## src/rtl/hex_dump_arbiter.sv

```systemverilog
// rtl/hex_dump_arbiter.sv - packet-granular round-robin arbiter feeding one hex_dump converter
//
// Shares one hex_dump converter between NUM_SRC byte streams. A source is granted
// for exactly one packet (through tlast). The arbiter then waits for the converter
// to finish emitting that packet before it grants again. New packets are held off
// while the converter's output FIFO level is above LEVEL_MAX.
//
// Ports:
//   clock, reset              system clock, synchronous active-high reset
//   s_tvalid/s_tready/s_tlast/s_tkeep [NUM_SRC], s_tdata [8*NUM_SRC]
//                             per-source byte streams; source i uses s_tdata[8i+7:8i]
//   d_start_o                 start request to the converter
//   d_dumping_i, d_level_i    converter busy flag and output FIFO level
//   d_tvalid/d_tready/d_tlast/d_tkeep/d_tdata
//                             muxed byte stream into the converter
//   grant_o                   registered one-hot grant
//   busy_o                    high whenever a packet is being armed, streamed or drained

module hex_dump_arbiter #(
    parameter int NUM_SRC   = 4,
    parameter int LEVEL_MAX = 1536
) (
    input  logic                 clock,
    input  logic                 reset,
    input  logic [NUM_SRC-1:0]   s_tvalid,
    output logic [NUM_SRC-1:0]   s_tready,
    input  logic [NUM_SRC-1:0]   s_tlast,
    input  logic [NUM_SRC-1:0]   s_tkeep,
    input  logic [8*NUM_SRC-1:0] s_tdata,
    output logic                 d_start_o,
    input  logic                 d_dumping_i,
    input  logic [10:0]          d_level_i,
    output logic                 d_tvalid,
    output logic                 d_tlast,
    output logic                 d_tkeep,
    output logic [7:0]           d_tdata,
    input  logic                 d_tready,
    output logic [NUM_SRC-1:0]   grant_o,
    output logic                 busy_o
);

    localparam int               IDX_W     = (NUM_SRC > 2) ? $clog2(NUM_SRC) : 1;
    localparam logic [10:0]      LEVEL_LIM = 11'(LEVEL_MAX);
    localparam logic [IDX_W-1:0] LAST_IDX  = IDX_W'(NUM_SRC - 1);

    typedef enum logic [1:0] {
        ST_IDLE,
        ST_ARM,
        ST_STREAM,
        ST_DRAIN
    } state_t;

    state_t             state;
    logic [IDX_W-1:0]   rr_ptr;
    logic [IDX_W-1:0]   gidx;
    logic [IDX_W-1:0]   win_idx;
    logic               win_found;
    logic [NUM_SRC-1:0] win_onehot;
    logic               start_ok;
    logic               last_beat;

    // Winner search: first requesting source at or after rr_ptr, wrapping modulo NUM_SRC.
    always_comb begin
        int cand;
        cand      = 0;
        win_idx   = '0;
        win_found = 1'b0;
        for (int k = 0; k < NUM_SRC; k++) begin
            cand = int'(rr_ptr) + k;
            if (cand >= NUM_SRC) begin
                cand = cand - NUM_SRC;
            end
            if (!win_found && s_tvalid[cand[IDX_W-1:0]]) begin
                win_found = 1'b1;
                win_idx   = cand[IDX_W-1:0];
            end
        end
    end

    assign win_onehot = NUM_SRC'(1) << win_idx;

    // The level gate and the converter-idle check apply only at packet boundaries;
    // once a packet is granted, only the converter's own back-pressure paces it.
    assign start_ok  = win_found && (d_level_i <= LEVEL_LIM) && !d_dumping_i;
    assign last_beat = d_tvalid && d_tready && d_tlast;

    always_ff @(posedge clock) begin
        if (reset) begin
            state     <= ST_IDLE;
            rr_ptr    <= '0;
            gidx      <= '0;
            grant_o   <= '0;
            d_start_o <= 1'b0;
        end else begin
            case (state)
                ST_IDLE: begin
                    if (start_ok) begin
                        gidx      <= win_idx;
                        grant_o   <= win_onehot;
                        d_start_o <= 1'b1;
                        state     <= ST_ARM;
                    end
                end
                ST_ARM: begin
                    // Start stays high until the converter acknowledges by raising
                    // is_dumping; it only samples start while idle, so holding it is safe.
                    if (d_dumping_i) begin
                        d_start_o <= 1'b0;
                        state     <= ST_STREAM;
                    end
                end
                ST_STREAM: begin
                    if (last_beat) begin
                        rr_ptr <= (gidx == LAST_IDX) ? '0 : gidx + IDX_W'(1);
                        state  <= ST_DRAIN;
                    end
                end
                ST_DRAIN: begin
                    // Hold the grant until the converter has emitted the whole packet so
                    // dump text from different sources never interleaves.
                    if (!d_dumping_i) begin
                        grant_o <= '0;
                        state   <= ST_IDLE;
                    end
                end
                default: begin
                    state <= ST_IDLE;
                end
            endcase
        end
    end

    assign busy_o = (state != ST_IDLE);

    // Stream routing from the registered grant index; closed outside ARM and STREAM.
    always_comb begin
        s_tready = '0;
        d_tvalid = 1'b0;
        d_tlast  = 1'b0;
        d_tkeep  = 1'b0;
        d_tdata  = 8'h00;
        if (state == ST_ARM || state == ST_STREAM) begin
            d_tvalid       = s_tvalid[gidx];
            d_tlast        = s_tlast[gidx];
            d_tkeep        = s_tkeep[gidx];
            d_tdata        = s_tdata[{gidx, 3'b000} +: 8];
            s_tready[gidx] = d_tready;
        end
    end

endmodule

```

## config.mk

```make
export PLATFORM = sky130hd
export DESIGN_NAME = hex_dump_arbiter
export DESIGN_NICKNAME = d
export VERILOG_FILES = /design/src/rtl/hex_dump_arbiter.sv
export SDC_FILE = /design/constraint.sdc
export NUM_CORES = 1
export LEC_CHECK = 0
export BUFFER_PORTS_ARGS = -buffer_cell sky130_fd_sc_hd__buf_2
export CORE_MARGIN = 10
export CORE_UTILIZATION = 40
export CTS_CLUSTER_DIAMETER = 100
export DETAILED_ROUTE_END_ITERATION = 12
export PLACE_DENSITY_LB_ADDON = 0.25
export RECOVER_POWER = 100
export SETUP_SLACK_MARGIN = 0.3
export SKIP_LAST_GASP = 1
export SLEW_MARGIN = 40
export SYNTH_ARGS = -nofsm -noshare
export SYNTH_HDL_FRONTEND = slang
export SYNTH_SLANG_ARGS = --single-unit
```

## constraint.sdc

```tcl
create_clock -name clock -period 2.47 [get_ports clock]
set_input_delay 0.494 -clock clock [delete_from_list [all_inputs] [get_ports clock]]
set_output_delay 0.494 -clock clock [all_outputs]
set_load 0.02 [all_outputs]
```

; ---- Yosys cells after proc, flatten, opt, wreduce, memory -nomap -nowiden
; Index checks and enable logic that the tools add are counted.
[op_classes]
eq_ne = 8
n_bitwise = 1
order_cmp = 11
shifts = 2
n_addsub = 8
muxes = 45
reduce_logical = 22
[ops]
columns = cell, count
row1 = 32-bit by 6-bit indexed part select with 8-bit output, 1
row2 = 2-bit 2-to-1 mux, 13
row3 = 1-bit 2-to-1 mux, 17
row4 = 2-bit by 3-bit less-than comparator with 1-bit output (second input constant), 5
row5 = 1-bit binary-select mux with 2-bit select, 7
row6 = 4-bit 2-to-1 mux, 3
row7 = 11-bit <= comparator (second input constant), 1
row8 = 3-bit >= comparator (second input constant), 3
row9 = 1-bit logical AND, 8
row10 = 8-bit 2-to-1 mux, 1
row11 = 2-bit inequality test (second input constant), 4
row12 = 2-bit case mux with 4 select lines, 1
row13 = 4-bit case mux with 2 select lines, 1
row14 = 2-bit by 1-bit subtractor with 2-bit output (second input constant), 4
row15 = 2-bit by 2-bit adder with 3-bit output (second input constant), 2
row16 = 2-bit == test (second input constant), 3
row17 = 3-bit AND reduction, 2
row18 = 2-bit nonzero test, 3
row19 = 4-bit AND, 1
row20 = 1-bit logical NOT, 4
row21 = 2-bit AND reduction, 2
row22 = 4-bit AND reduction, 1
row23 = 1-bit by 2-bit << shifter with 4-bit output (first input constant), 1
row24 = 2-bit by 1-bit adder with 3-bit output (second input constant), 1
row25 = other kinds (8), 8
[word_totals]
reg_bits = 11
in_bits = 59
out_inout_bits = 21
elab_cells = 102

; ---- Depth between registers and ports, before layout
[logic_depth]
ltp_word = 18
ltp_mapped = 6

; ---- Worst setup path after synthesis
; No wires, ideal clock.
[synth_timing]
path_kind = reg-to-output
start = register gidx[0]
end = output port d_tdata[0]
required_ns = 1.976
stages_incl_launch_ff = 5
path_buffers = 2
arrival_time_ns = 1.742
setup_slack_ns = 0.234
path_cell_list = dfxtp_1 -> buf_2 -> buf_1 -> mux4_2 -> and2_1
[synth_between]
elab_chain_len = 2
[synth_lines]
columns = item, line_no
row1 = from (decl), 55  ; logic [IDX_W-1:0] gidx;
row2 = from (signal assigned), 98  ; gidx <= win_idx;
row3 = 32-bit by 6-bit indexed part select with 8-bit output, 146  ; d_tdata = s_tdata[{gidx, 3'b000} +: 8];
row4 = 8-bit 2-to-1 mux, 142  ; if (state == ST_ARM || state == ST_STREAM) begin
row5 = to (decl), 36  ; output logic [7:0] d_tdata,
; Every way passes these cells.

; ---- Worst setup path after layout
[layout_timing]
start = register gidx[0]
end = output port d_tdata[1]
; The elaborated chain is that of the path after synthesis.

==> metrics <==
outcome=completed; fmax=453 MHz; vias in the first global route=1224; TritonCTS clock tree=yes; Post-synth ARST share=0%; YS warnings=0; clk_lat worst skew=270 ps; crit path DAT=1720 ps; post-route ant nets=0; placed cell areas=1530 um2; Mean Syn Cell Area=9.82 um2; CTS Buffer Depth=2; CP max-delay cell=mux4_2; GRT Util Overall=13.7%; CP Launch Type=register; # nets final=261; global-route wire length before repair=5.96 mm; IO buf count=79; DP HPWL=3.35 mm; RePlAce Congestion=0.826; EDFF count, synth=0; Ant. Diodes=0; design area=1530 um2; CTS buffer count=3; Synth Flop Type=dfxtp_1; total number of vias=1203; crit path time final=2210 ps; # hold bufs at CTS=0; Clock Sinks=11; # fillers=219; footprint of the multi-input gates=810 um2; Unique masters post-synth=33; die height=72.0 um; RSZ-0062 raised after global routing=yes; 1st-iter DRT viols=38; Final period util=89.4%; worst-margin pin slew=596 ps; final core utilization=60.7%; CP required=1980 ps; Worst setup EP type=output pin; GRT Residual Overflow=0; post-synth net total=177; total power=1.13 mW; CTS HTree Levels=1; largest net degree at the start of global routing=17; worst hold-check path type=reg2reg; initial antenna violation count=0; Die W=72.0 um; CP max stage delay=530 ps; Max IR drop VDD=0.484 mV; family with the most delay on the worst path=multiplexers; setup TNS=0 ps; Hold Violations, Final=0; IO Count=80; PD cells=738 nW/um2; Seq/Total Area, Yosys=20.4%; per-cell routed wire length=17.2 um; setup violators final=0; CP Cell Sequence=clkbuf_2, mux4_2, and2_1, clkbuf_1; total iterations of the first detailed-routing run=4; CTS root buf=clkbuf_4; # rows=18; Slew Viols, Final=0; Routed WL=3.83 mm; Bufs and invs on worst path=2; Worst Setup Path Type=reg2out; Setup Skew=3.69 ps; Netlist Area Pre-Place=1080 um2; synthesized flop and latch total=11; routed vias/inst=5.39; share of cells above drive strength 1=42.5%; Reg area=221 um2; DRC viols=0; die footprint=5180 um2; starting density of the core=42.8%; Cells after Synth=110; Leak=0.699 nW; Max-Cap Viols=0; Clk pin slew, worst setup/hold paths=70 ps; worst-path maximum fanout=7; hold_ws=472 ps; Synth-to-Final Area Change=41.8%; core area=2520 um2; Slew HR=60.0%
-- area by class of cell --
| cell class | count | area share [%] |
|---|---|---|
| Multi-Input combinational cell | 85 | 52.9 |
| Sequential cell | 11 | 14.5 |
| Clock buffer | 4 | 1.72 |
| Timing Repair Buffer | 84 | 26.3 |
| Tap cell | 30 | 2.45 |
| Inverter | 9 | 2.21 |
-- power by group --
group,switching (mW),total [mW],leakage [nW],internal (mW)
registers,0.0223,0.229,0.0899,0.206
logic,0.460,0.778,0.594,0.317
clock network,0.0611,0.124,0.0150,0.0625
-- cells in the mapped netlist, types with 2 or more instances --
library cell,instances,share of area [%]
nor2_1,7,2.4
buf_1,2,0.70
clkbuf_1,2,0.70
and3_1,4,2.3
nor4_1,2,1.2
and2_1,11,6.4
nand2b_1,8,4.6
ha_1,8,9.3
dfxtp_1,11,20
mux2i_1,5,4.6
mux4_2,11,23
or3_1,2,1.2
inv_1,9,3.1
o32ai_1,4,3.2
a21oi_1,6,2.8
-- cells in the final DEF, fill, tap and decap left out, types with 2 or more instances in the layout --
| cell | instances |
|---|---|
| a21oi_1 | 6 |
| dfxtp_1 | 10 |
| mux4_2 | 11 |
| and3_1 | 4 |
| and2_1 | 11 |
| ha_1 | 7 |
| buf_4 | 3 |
| or3_1 | 2 |
| o32ai_1 | 4 |
| nand2b_1 | 8 |
| clkbuf_1 | 21 |
| inv_1 | 9 |
| buf_2 | 60 |
| nor4_1 | 2 |
| clkbuf_4 | 3 |
| mux2i_1 | 5 |
| nor2_1 | 7 |
-- per-layer routing --
layer / up-vias / global-route usage [%] / wire length [um]
met5: - / 0 / 0
met4: 0 / 3.87 / 28
met3: 4 / 4.22 / 450
met2: 69 / 23.8 / 1810
met1: 548 / 15.7 / 1550
li1: 582 / - / -
-- worst reg2reg max path: cells and delay by family (launching register included) --
kind / cells / cell delay, ps
buffers and inverters: 1 / 170
AOI/OAI and AO/OA: 1 / 140
muxes: 1 / 350
DFF: 1 / 310
and+or+nand+nor: 3 / 800
-- path summary, 6_finish.rpt --
path	startpoint	to	slack, ps	cells after the start
hold reg to reg	d_start_o	d_start_o	470	1
setup / recovery	gidx[0]	d_tdata[1]	260	4
hold / removal	d_start_o	d_start_o	470	1
setup reg to reg	gidx[0]	rr_ptr[0]	640	6
-- per-stage QoR --
stage,worst slack [ps],std cells
6_report,261,223
5_1_grt,157,223
4_1_cts,323,223
3_5_place_dp,166,219
3_3_place_gp,227,219
2_1_floorplan,331,110
-- kinds of logic after synthesis --
family | share of synthesized area (%)
flops | 20.4
fa+ha+maj | 9.27
compound gates | 14.4
mux | 27.6
simple gates | 23.4
buf+inv | 4.98
-- flip-flops by register name, summed over array words and instances (netlist names) --
name,count
state,2
gidx,2
rr_ptr,2
d_start_o,1
grant_o,4
-- timing repair --
item                                    4_1_cts  5_1_grt
endpoints found under the setup margin        5       13
buffers inserted                              0        0
gates resized for setup                       1        2
Power figures use the tool's default switching activity.
